File: src/rtl/symbol_sampler.sv
// Generic show-ahead synchronous FIFO; head entry is presented combinationally on out_dat.
// Latency: a push is visible at the head one cycle after its edge; a pop advances the head on the accepting edge.
// Backpressure: a push into a full FIFO is ignored unless a pop happens in the same cycle.
module sync_fifo #(
    parameter int DEPTH = 4,
    parameter int W     = 8
) (
    input  logic         clk,
    input  logic         reset,
    input  logic         in_vld,
    input  logic [W-1:0] in_dat,
    output logic         full,
    output logic         out_vld,
    input  logic         out_rdy,
    output logic [W-1:0] out_dat
);
    localparam int AW = $clog2(DEPTH);
    localparam int CW = AW + 1;

    logic [W-1:0]  mem_q [DEPTH];
    logic [W-1:0]  mem_d [DEPTH];
    logic [AW-1:0] wr_ptr_q, wr_ptr_d;
    logic [AW-1:0] rd_ptr_q, rd_ptr_d;
    logic [CW-1:0] cnt_q, cnt_d;
    logic          pop;
    logic          wr;

    assign out_vld = (cnt_q != '0);
    assign full    = (cnt_q == CW'(DEPTH));
    assign out_dat = out_vld ? mem_q[rd_ptr_q] : '0;
    assign pop     = out_vld & out_rdy;
    // When full, the slot being written is the one popped this cycle.
    assign wr      = in_vld & (~full | pop);

    always_comb begin
        mem_d    = mem_q;
        wr_ptr_d = wr_ptr_q;
        rd_ptr_d = rd_ptr_q;
        cnt_d    = cnt_q;
        if (wr) begin
            mem_d[wr_ptr_q] = in_dat;
            wr_ptr_d        = wr_ptr_q + AW'(1);
        end
        if (pop) begin
            rd_ptr_d = rd_ptr_q + AW'(1);
        end
        case ({wr, pop})
            2'b10:   cnt_d = cnt_q + CW'(1);
            2'b01:   cnt_d = cnt_q - CW'(1);
            default: cnt_d = cnt_q;
        endcase
    end

    always_ff @(posedge clk) begin
        if (reset) begin
            mem_q    <= '{default: '0};
            wr_ptr_q <= '0;
            rd_ptr_q <= '0;
            cnt_q    <= '0;
        end else begin
            mem_q    <= mem_d;
            wr_ptr_q <= wr_ptr_d;
            rd_ptr_q <= rd_ptr_d;
            cnt_q    <= cnt_d;
        end
    end
endmodule

// Symbol decision, period-based lock detection and MSB-first byte packing behind a show-ahead FIFO.
// Latency: decision registered on the strobe edge; a completed byte reaches byte_out one edge after its 8th bit.
// Backpressure: byte_valid/byte_ready; up to FIFO_DEPTH bytes buffered, further bytes dropped with sticky overflow.
module symbol_sampler #(
    parameter int FIFO_DEPTH = 4,
    parameter int PMIN       = 3,
    parameter int PMAX       = 5,
    parameter int LOCK_CNT   = 16
) (
    input  logic        clk,
    input  logic        reset,
    input  logic [15:0] x_in,
    input  logic        clk_7p68MHz,
    output logic [7:0]  byte_out,
    output logic        byte_valid,
    input  logic        byte_ready,
    output logic        locked,
    output logic        overflow
);
    localparam int GW = $clog2(LOCK_CNT + 1);
    localparam logic [7:0]    PMIN_B = 8'(PMIN);
    localparam logic [7:0]    PMAX_B = 8'(PMAX);
    localparam logic [GW-1:0] LOCK_B = GW'(LOCK_CNT);

    typedef enum logic {UNLOCKED = 1'b0, LOCKED = 1'b1} lock_state_t;

    lock_state_t   state_q, state_d;
    logic          sym_q, sym_d;
    logic [7:0]    per_q, per_d;
    logic          armed_q, armed_d;
    logic [GW-1:0] good_q, good_d;
    logic [7:0]    sh_q, sh_d;
    logic [2:0]    bit_cnt_q, bit_cnt_d;
    logic          push_q, push_d;
    logic          ovf_q, ovf_d;

    logic strobe;
    logic dec_bit;
    logic in_range;
    logic judged;
    logic bad;
    logic fifo_full;
    logic fifo_pop;
    logic unused_x_in;

    assign strobe      = clk_7p68MHz & ~sym_q;
    assign dec_bit     = ~x_in[15];
    assign unused_x_in = ^x_in[14:0];
    // per_q still holds the pre-clear count on the strobe cycle, i.e. the measured period.
    assign in_range    = (per_q >= PMIN_B) && (per_q <= PMAX_B);
    assign judged      = strobe & armed_q;
    assign bad         = judged & ~in_range;
    assign fifo_pop    = byte_valid & byte_ready;

    always_comb begin
        sym_d     = clk_7p68MHz;
        per_d     = per_q;
        armed_d   = armed_q;
        good_d    = good_q;
        state_d   = state_q;
        sh_d      = sh_q;
        bit_cnt_d = bit_cnt_q;
        push_d    = 1'b0;
        ovf_d     = ovf_q | (push_q & fifo_full & ~fifo_pop);

        if (per_q != 8'hFF) begin
            per_d = per_q + 8'd1;
        end
        if (strobe) begin
            per_d   = 8'd1;
            armed_d = 1'b1;
        end

        if (judged) begin
            if (in_range) begin
                if (good_q != LOCK_B) begin
                    good_d = good_q + GW'(1);
                end
                if (good_d == LOCK_B) begin
                    state_d = LOCKED;
                end
            end else begin
                good_d  = '0;
                state_d = UNLOCKED;
            end
        end

        // Only strobes seen while already locked pack; an unlocking strobe discards the partial byte.
        if (bad) begin
            sh_d      = '0;
            bit_cnt_d = '0;
        end else if (strobe && (state_q == LOCKED)) begin
            sh_d      = {sh_q[6:0], dec_bit};
            bit_cnt_d = bit_cnt_q + 3'd1;
            push_d    = (bit_cnt_q == 3'd7);
        end
    end

    always_ff @(posedge clk) begin
        if (reset) begin
            state_q   <= UNLOCKED;
            sym_q     <= 1'b0;
            per_q     <= '0;
            armed_q   <= 1'b0;
            good_q    <= '0;
            sh_q      <= '0;
            bit_cnt_q <= '0;
            push_q    <= 1'b0;
            ovf_q     <= 1'b0;
        end else begin
            state_q   <= state_d;
            sym_q     <= sym_d;
            per_q     <= per_d;
            armed_q   <= armed_d;
            good_q    <= good_d;
            sh_q      <= sh_d;
            bit_cnt_q <= bit_cnt_d;
            push_q    <= push_d;
            ovf_q     <= ovf_d;
        end
    end

    assign locked   = (state_q == LOCKED);
    assign overflow = ovf_q;

    // sh_q is stable on the push edge: no strobe can follow its own strobe cycle directly.
    sync_fifo #(
        .DEPTH (FIFO_DEPTH),
        .W     (8)
    ) u_fifo (
        .clk     (clk),
        .reset   (reset),
        .in_vld  (push_q),
        .in_dat  (sh_q),
        .full    (fifo_full),
        .out_vld (byte_valid),
        .out_rdy (byte_ready),
        .out_dat (byte_out)
    );
endmodule

File: config.mk
export PLATFORM = sky130hd
export DESIGN_NAME = symbol_sampler
export DESIGN_NICKNAME = d
export VERILOG_FILES = /design/src/rtl/symbol_sampler.sv
export SDC_FILE = /design/constraint.sdc
export NUM_CORES = 1
export LEC_CHECK = 0
export ABC_AREA = 1
export CORE_MARGIN = 2
export CORE_UTILIZATION = 57
export DETAILED_ROUTE_END_ITERATION = 7
export PLACE_DENSITY = 0.77
export SLEW_MARGIN = 20
export SYNTH_ARGS = -nofsm -noshare
export SYNTH_HDL_FRONTEND = slang
export SYNTH_SLANG_ARGS = --single-unit
File: constraint.sdc
create_clock -name clk -period 2.1 [get_ports clk]
set_input_delay 0.42 -clock clk [delete_from_list [all_inputs] [get_ports clk]]
set_output_delay 0.42 -clock clk [all_outputs]
set_load 0.01 [all_outputs]
* Word-level counts from Yosys, hierarchy flattened
Index checks and enable logic that the tools add are counted.
Cells by class: reductions and logical operators 10, multiplexer cells 16, magnitude comparators 5, shift operators 0, equal/unequal tests 8, add/subtract/negate cells 7, multiply operators 0, bitwise operators 17, divide/modulo/power cells 0
Operators with widths (count):
- bitwise mux 32 bit | 1
- 2-to-1 mux 8 bit | 4
- 2-to-1 mux 5 bit | 4
- binary-select mux 8 bit (select 2 bit) | 1
- demux 8 bit (select 2 bit) | 1
- adder 8 x 1 -> 8 bit, second input constant | 1
- greater-or-equal comparator 8 x 2 -> 1 bit, second input constant | 1
- <= comparator 8 x 3 -> 1 bit, second input constant | 1
- != test 8 bit, second input constant | 1
- bitwise AND 1 bit | 7
- adder 3 x 1 -> 3 bit, second input constant | 2
- == test 3 bit, second input constant | 2
- greater-or-equal comparator 3 bit, second input constant | 2
- NOT 1 bit | 6
- NOT 2 -> 3 bit | 2
- one-hot mux 3 bit (2 select lines) | 1
- adder 5 x 1 -> 5 bit, second input constant | 1
- == test 5 bit, second input constant | 1
- != test 5 bit, second input constant | 1
- adder 2 x 1 -> 2 bit, second input constant | 2
- 2-to-1 mux 1 bit | 4
- nonzero test 2 bit | 2
- OR reduction 2 bit | 2
- logical AND 1 bit | 3
- other kinds (9) | 10
Word-level totals: bits in latches 0, ROM bits 0, memory bits (writable) 0, register bits 68, output and inout port bits 11, memories kept 0

* Longest topological paths before layout
depth after elaboration 7, depth in mapped cells 11

* Cells and area by module
A second synthesis with hierarchy kept.
Unflattened totals: cell total of the unflattened synthesis 460, area total of the unflattened synthesis 3370.7 um^2
By module, submodules not included:
- sync_fifo | area an instance 1881.8 um^2, times used 1, sequential area each 780.7 um^2, cells each 259
- symbol_sampler | area an instance 1488.9 um^2, times used 1, sequential area each 580.6 um^2, cells each 201

* Least setup slack after synthesis
No wires, ideal clock.
kind input port to flip-flop, start point input byte_ready, end point register u_fifo.cnt_q[2], setup time 0.122 ns, buffers on the path 0, stages on the path 10, data arrival time 1.715 ns, slack 0.263 ns, cell sequence inv_1 nand3_2 nand2_4 ha_1 inv_1 fa_1 a21oi_1 o21ai_0 o21ai_0 a21oi_1
Between the ends: longest elaborated chain between the ends 5, elaborated cells on any way between the ends 7, classes of those cells eq/ne: 2; mux: 1; bitwise: 3; reduce/logical: 1
Ends and longest elaborated chain:
- start, declared | line 84 | input logic byte_ready,
- bitwise AND 1 bit (*) | line 31 | assign pop = out_vld & out_rdy;
- OR 1 bit | line 33 | assign wr = in_vld & (~full | pop);
- bitwise AND 1 bit | line 33
- == test 2 x 1 -> 1 bit / == test 2 bit (equally long branches) | line 47 | case ({wr, pop})
- one-hot mux 3 bit (2 select lines) / nonzero test 2 bit (equally long branches)
- end signal, assigned | line 64 | cnt_q <= cnt_d;
- end, declared | line 24 | logic [CW-1:0] cnt_q, cnt_d;
Mark *: on every way between the ends. The rest lies on a longest branch, timed or not. A chain may end at the register's enable or synchronous reset.

* Worst setup path in the final report
start point register u_fifo.rd_ptr_q[0], end point output byte_out[2]
Between the ends: longest elaborated chain between the ends 5
Ends and longest elaborated chain:
- start, declared | line 23 | logic [AW-1:0] rd_ptr_q, rd_ptr_d;
- start signal, assigned | line 63 | rd_ptr_q <= rd_ptr_d;
- NOT 2 -> 3 bit (not written as such) | line 30 | assign out_dat = out_vld ? mem_q[rd_ptr_q] : '0;
- binary-select mux 8 bit (select 2 bit) | line 30
- 2-to-1 mux 8 bit (not written as such) (2 in series) | line 30
- 2-to-1 mux 8 bit | line 30
- end, declared | line 82 | output logic [7:0] byte_out,
Every way passes these cells. The select of a mux whose other input is x is not followed.

==> out/metrics.yaml <==
status:
  outcome: "complete, no violations"
worst_setup_path:
  crit_chain: "clkinvlp_4 > buf_4 > o21ai_0 > a21oi_1 > dlygate4sd2_1"
  end_kind: "output pin"
  cpPeakStageDelay_ns: 0.40
  path_buf_inv: 3
  worstPathMaxFanout: 7
  required_ns: 1.68
  critPathSlowestCell: "dfxtp_4"
  critical-path-top-delay-family: "buffers and inverters"
  cp.arrival_ns: 1.58
  critPathLaunchType: "flop"
  reg2reg_depth: 11
  crit_cells: 5
  crit_type: "flop to output pin"
clock_tree:
  htreeDepth: 3
  cts_hold_buf: 0
  cts_root_buffer: "clkbuf_8"
  clk_pin_slew_ns: 0.07
  clkLatencyLatePin_ns: 0.34
  cts_tree: "yes"
  cts_buffers: 9
  clock_sinks: 68
  clock_path_buffers: 2
place:
  dp_slack_ns: -0.195
  io_buffers: 15
  placed_cells_incl_taps: 511
  dp_hpwl_um: 4890
  gp_congestion: 0.858
layout:
  utilization_pct: 66.7
  diodes: 0
  layout.cells.most_common: "nand2_1"
  drive_gt1_share_pct: 15.4
  finalNetCount: 489
  instances_no_fill: 533
  layout_common_cells: "71 x nand2_1, 67 x dfxtp_1, 62 x a21oi_1, 48 x nor2_1, 48 x nand3_1"
  area_growth_pct: 13.5
power_and_ir_drop:
  swShare_pct: 23.4
  power_mw: 2.32
  pwr-share-seq_pct: 56.1
  power_leakage_nw: 1.25
  powerDensity_nw_per_um2: 631
  p_comb_share_pct: 3.1
  switchingPower_uw: 543
  pwr-share-clk_pct: 40.8
  ir_drop_mv: 0.399
  intPower_mw: 1.77
sta:
  max_freq_ghz: 0.500
  fin_crit_ns: 2.00
  hold_violations: 0
  tns_ns: 0
  finalCritPeriodShare_pct: 95.2
  rsz0062_at_grt: "no"
  finalSetupViolations: 0
  tightestPinTransition_ns: 0.473
  skew_ns: 0.00689
  worst_slack_ns: 0.101
  maxSlewHeadroom_pct: 68.5
  drv_slew: 0
floorplanning:
  coreArea_um2: 5510
  num_rows: 27
  die-height_um: 79.4
  fp.dieArea_um2: 6300
  ioPinCount: 31
  initial_core_util_pct: 58.8
  die_x_um: 79.4
logic_synthesis:
  yosysSeqAreaShare_pct: 42.1
  synth_nets: 465
  synthDistinctLibCells: 33
  synth_area_um2: 3240
  syn_avg_cell_area_um2: 7.49
  ys_warn_count: 0
  netlist_instances: 432
  ys_seq_elements: 68
drt:
  wire_per_inst_um: 13.4
  drtPass1Iterations: 5
  drt_iter0_markers: 236
  drt-total-wl_um: 7120
  viasPerCell: 5.47
  via_count: 2915
  drc: 0
  postRouteAntennaNets: 0
grt:
  track_usage_pct: 24.4
  grt_remaining_overflow: 0
  grt_max_degree: 39
  grt_pass1_vias: 2712
  grt_pass1_wl_um: 11900
  antenna_found_initial: 0
job:
  drv_cap: 0
min_path:
  whs_path_depth: 2
  hold_class: "flop to flop"
## per-stage QoR
stage          cell area [um^2]  hold WS [ns]
2_1_floorplan              3240         0.438
3_3_place_gp               3450         0.439
3_5_place_dp               3450         0.441
4_1_cts                    3650         0.452
5_1_grt                    3670         0.470
6_report                   3670         0.453
## synth_stat cells, drive strengths merged
master | n | area, um^2
xnor2 | 1 | 8.76
or2 | 1 | 6.26
buf | 13 | 87.6
nor3 | 4 | 25.0
nor3b | 1 | 12.5
dfxtp | 68 | 1360
xor2 | 2 | 17.5
nand4 | 2 | 12.5
fa | 1 | 20.0
clkinv | 1 | 3.75
clkbuf | 7 | 26.3
a21oi | 70 | 380
inv | 33 | 129
a31oi | 2 | 12.5
nor2 | 56 | 240
nand2 | 80 | 333
ha | 12 | 150
o21ai | 26 | 130
nand3 | 50 | 260
a211oi | 2 | 20.0
## power by group through the flow
stage | clock network, mW | registers [mW] | logic (mW)
after global routing | 1.02 | 1.30 | 0.0808
final | 0.944 | 1.30 | 0.0723
after global placement | 0 | 1.33 | 0.0707
after detailed placement | 0 | 1.33 | 0.0721
after CTS | 0.954 | 1.30 | 0.0722
after floorplan | 0 | 1.33 | 0.0536
## tightest hold or removal path, stage by stage (launching register included)
cell and delay [ns]:
dfxtp_1 0.31, inv_1 0.05, a21oi_1 0.05
## flip-flops by register name, indices dropped and copies added (netlist names)
signal / count
u_fifo.mem_q: 32
per_q: 8
sh_q: 8
good_q: 5
bit_cnt_q: 3
u_fifo.cnt_q: 3
u_fifo.rd_ptr_q: 2
u_fifo.wr_ptr_q: 2
armed_q: 1
locked: 1
overflow: 1
push_q: 1
sym_q: 1
## logic make-up after synthesis
group,Yosys count,share of synthesized area [%]
AOI/OAI and AO/OA,100,16.8
and+or+nand+nor,194,27.5
DFF,68,42.1
adders and majority gates,13,5.26
buffers and inverters,54,7.62
xor gates and xnor gates,3,0.812
## worst paths after layout
path	from	endpoint	slack [ns]
setup reg to reg	u_fifo.cnt_q[2]	u_fifo.cnt_q[2]	0.21
setup / recovery	u_fifo.rd_ptr_q[0]	byte_out[2]	0.10
hold / removal	overflow	overflow	0.45
hold reg to reg	overflow	overflow	0.45
## layer usage
metal / GRT usage (%) / vias to the layer above / wire (um)
met5: 0 / - / 0
met4: 10.2 / 0 / 165
met3: 5.57 / 16 / 359
met2: 39.1 / 78 / 3280
met1: 31.7 / 1348 / 3320
li1: - / 1473 / -
## layout make-up
| class | count | area, um^2 |
|---|---|---|
| fill | 459 | 1830 |
| multi-input combinational | 310 | 1630 |
| sequential | 68 | 1370 |
| timing repair buffer | 32 | 272 |
| clock buffer | 12 | 145 |
| inverter | 34 | 141 |
| tap | 72 | 90.1 |
| clock inverter | 4 | 25.0 |
| timing repair inverter | 1 | 5.00 |
## timing repair
action	4_1_cts	5_1_grt
setup endpoints to repair	8	6
resized for setup	14	6
setup buffers	3	2
gates cloned	0	1
(Power assumes the default switching activity.)
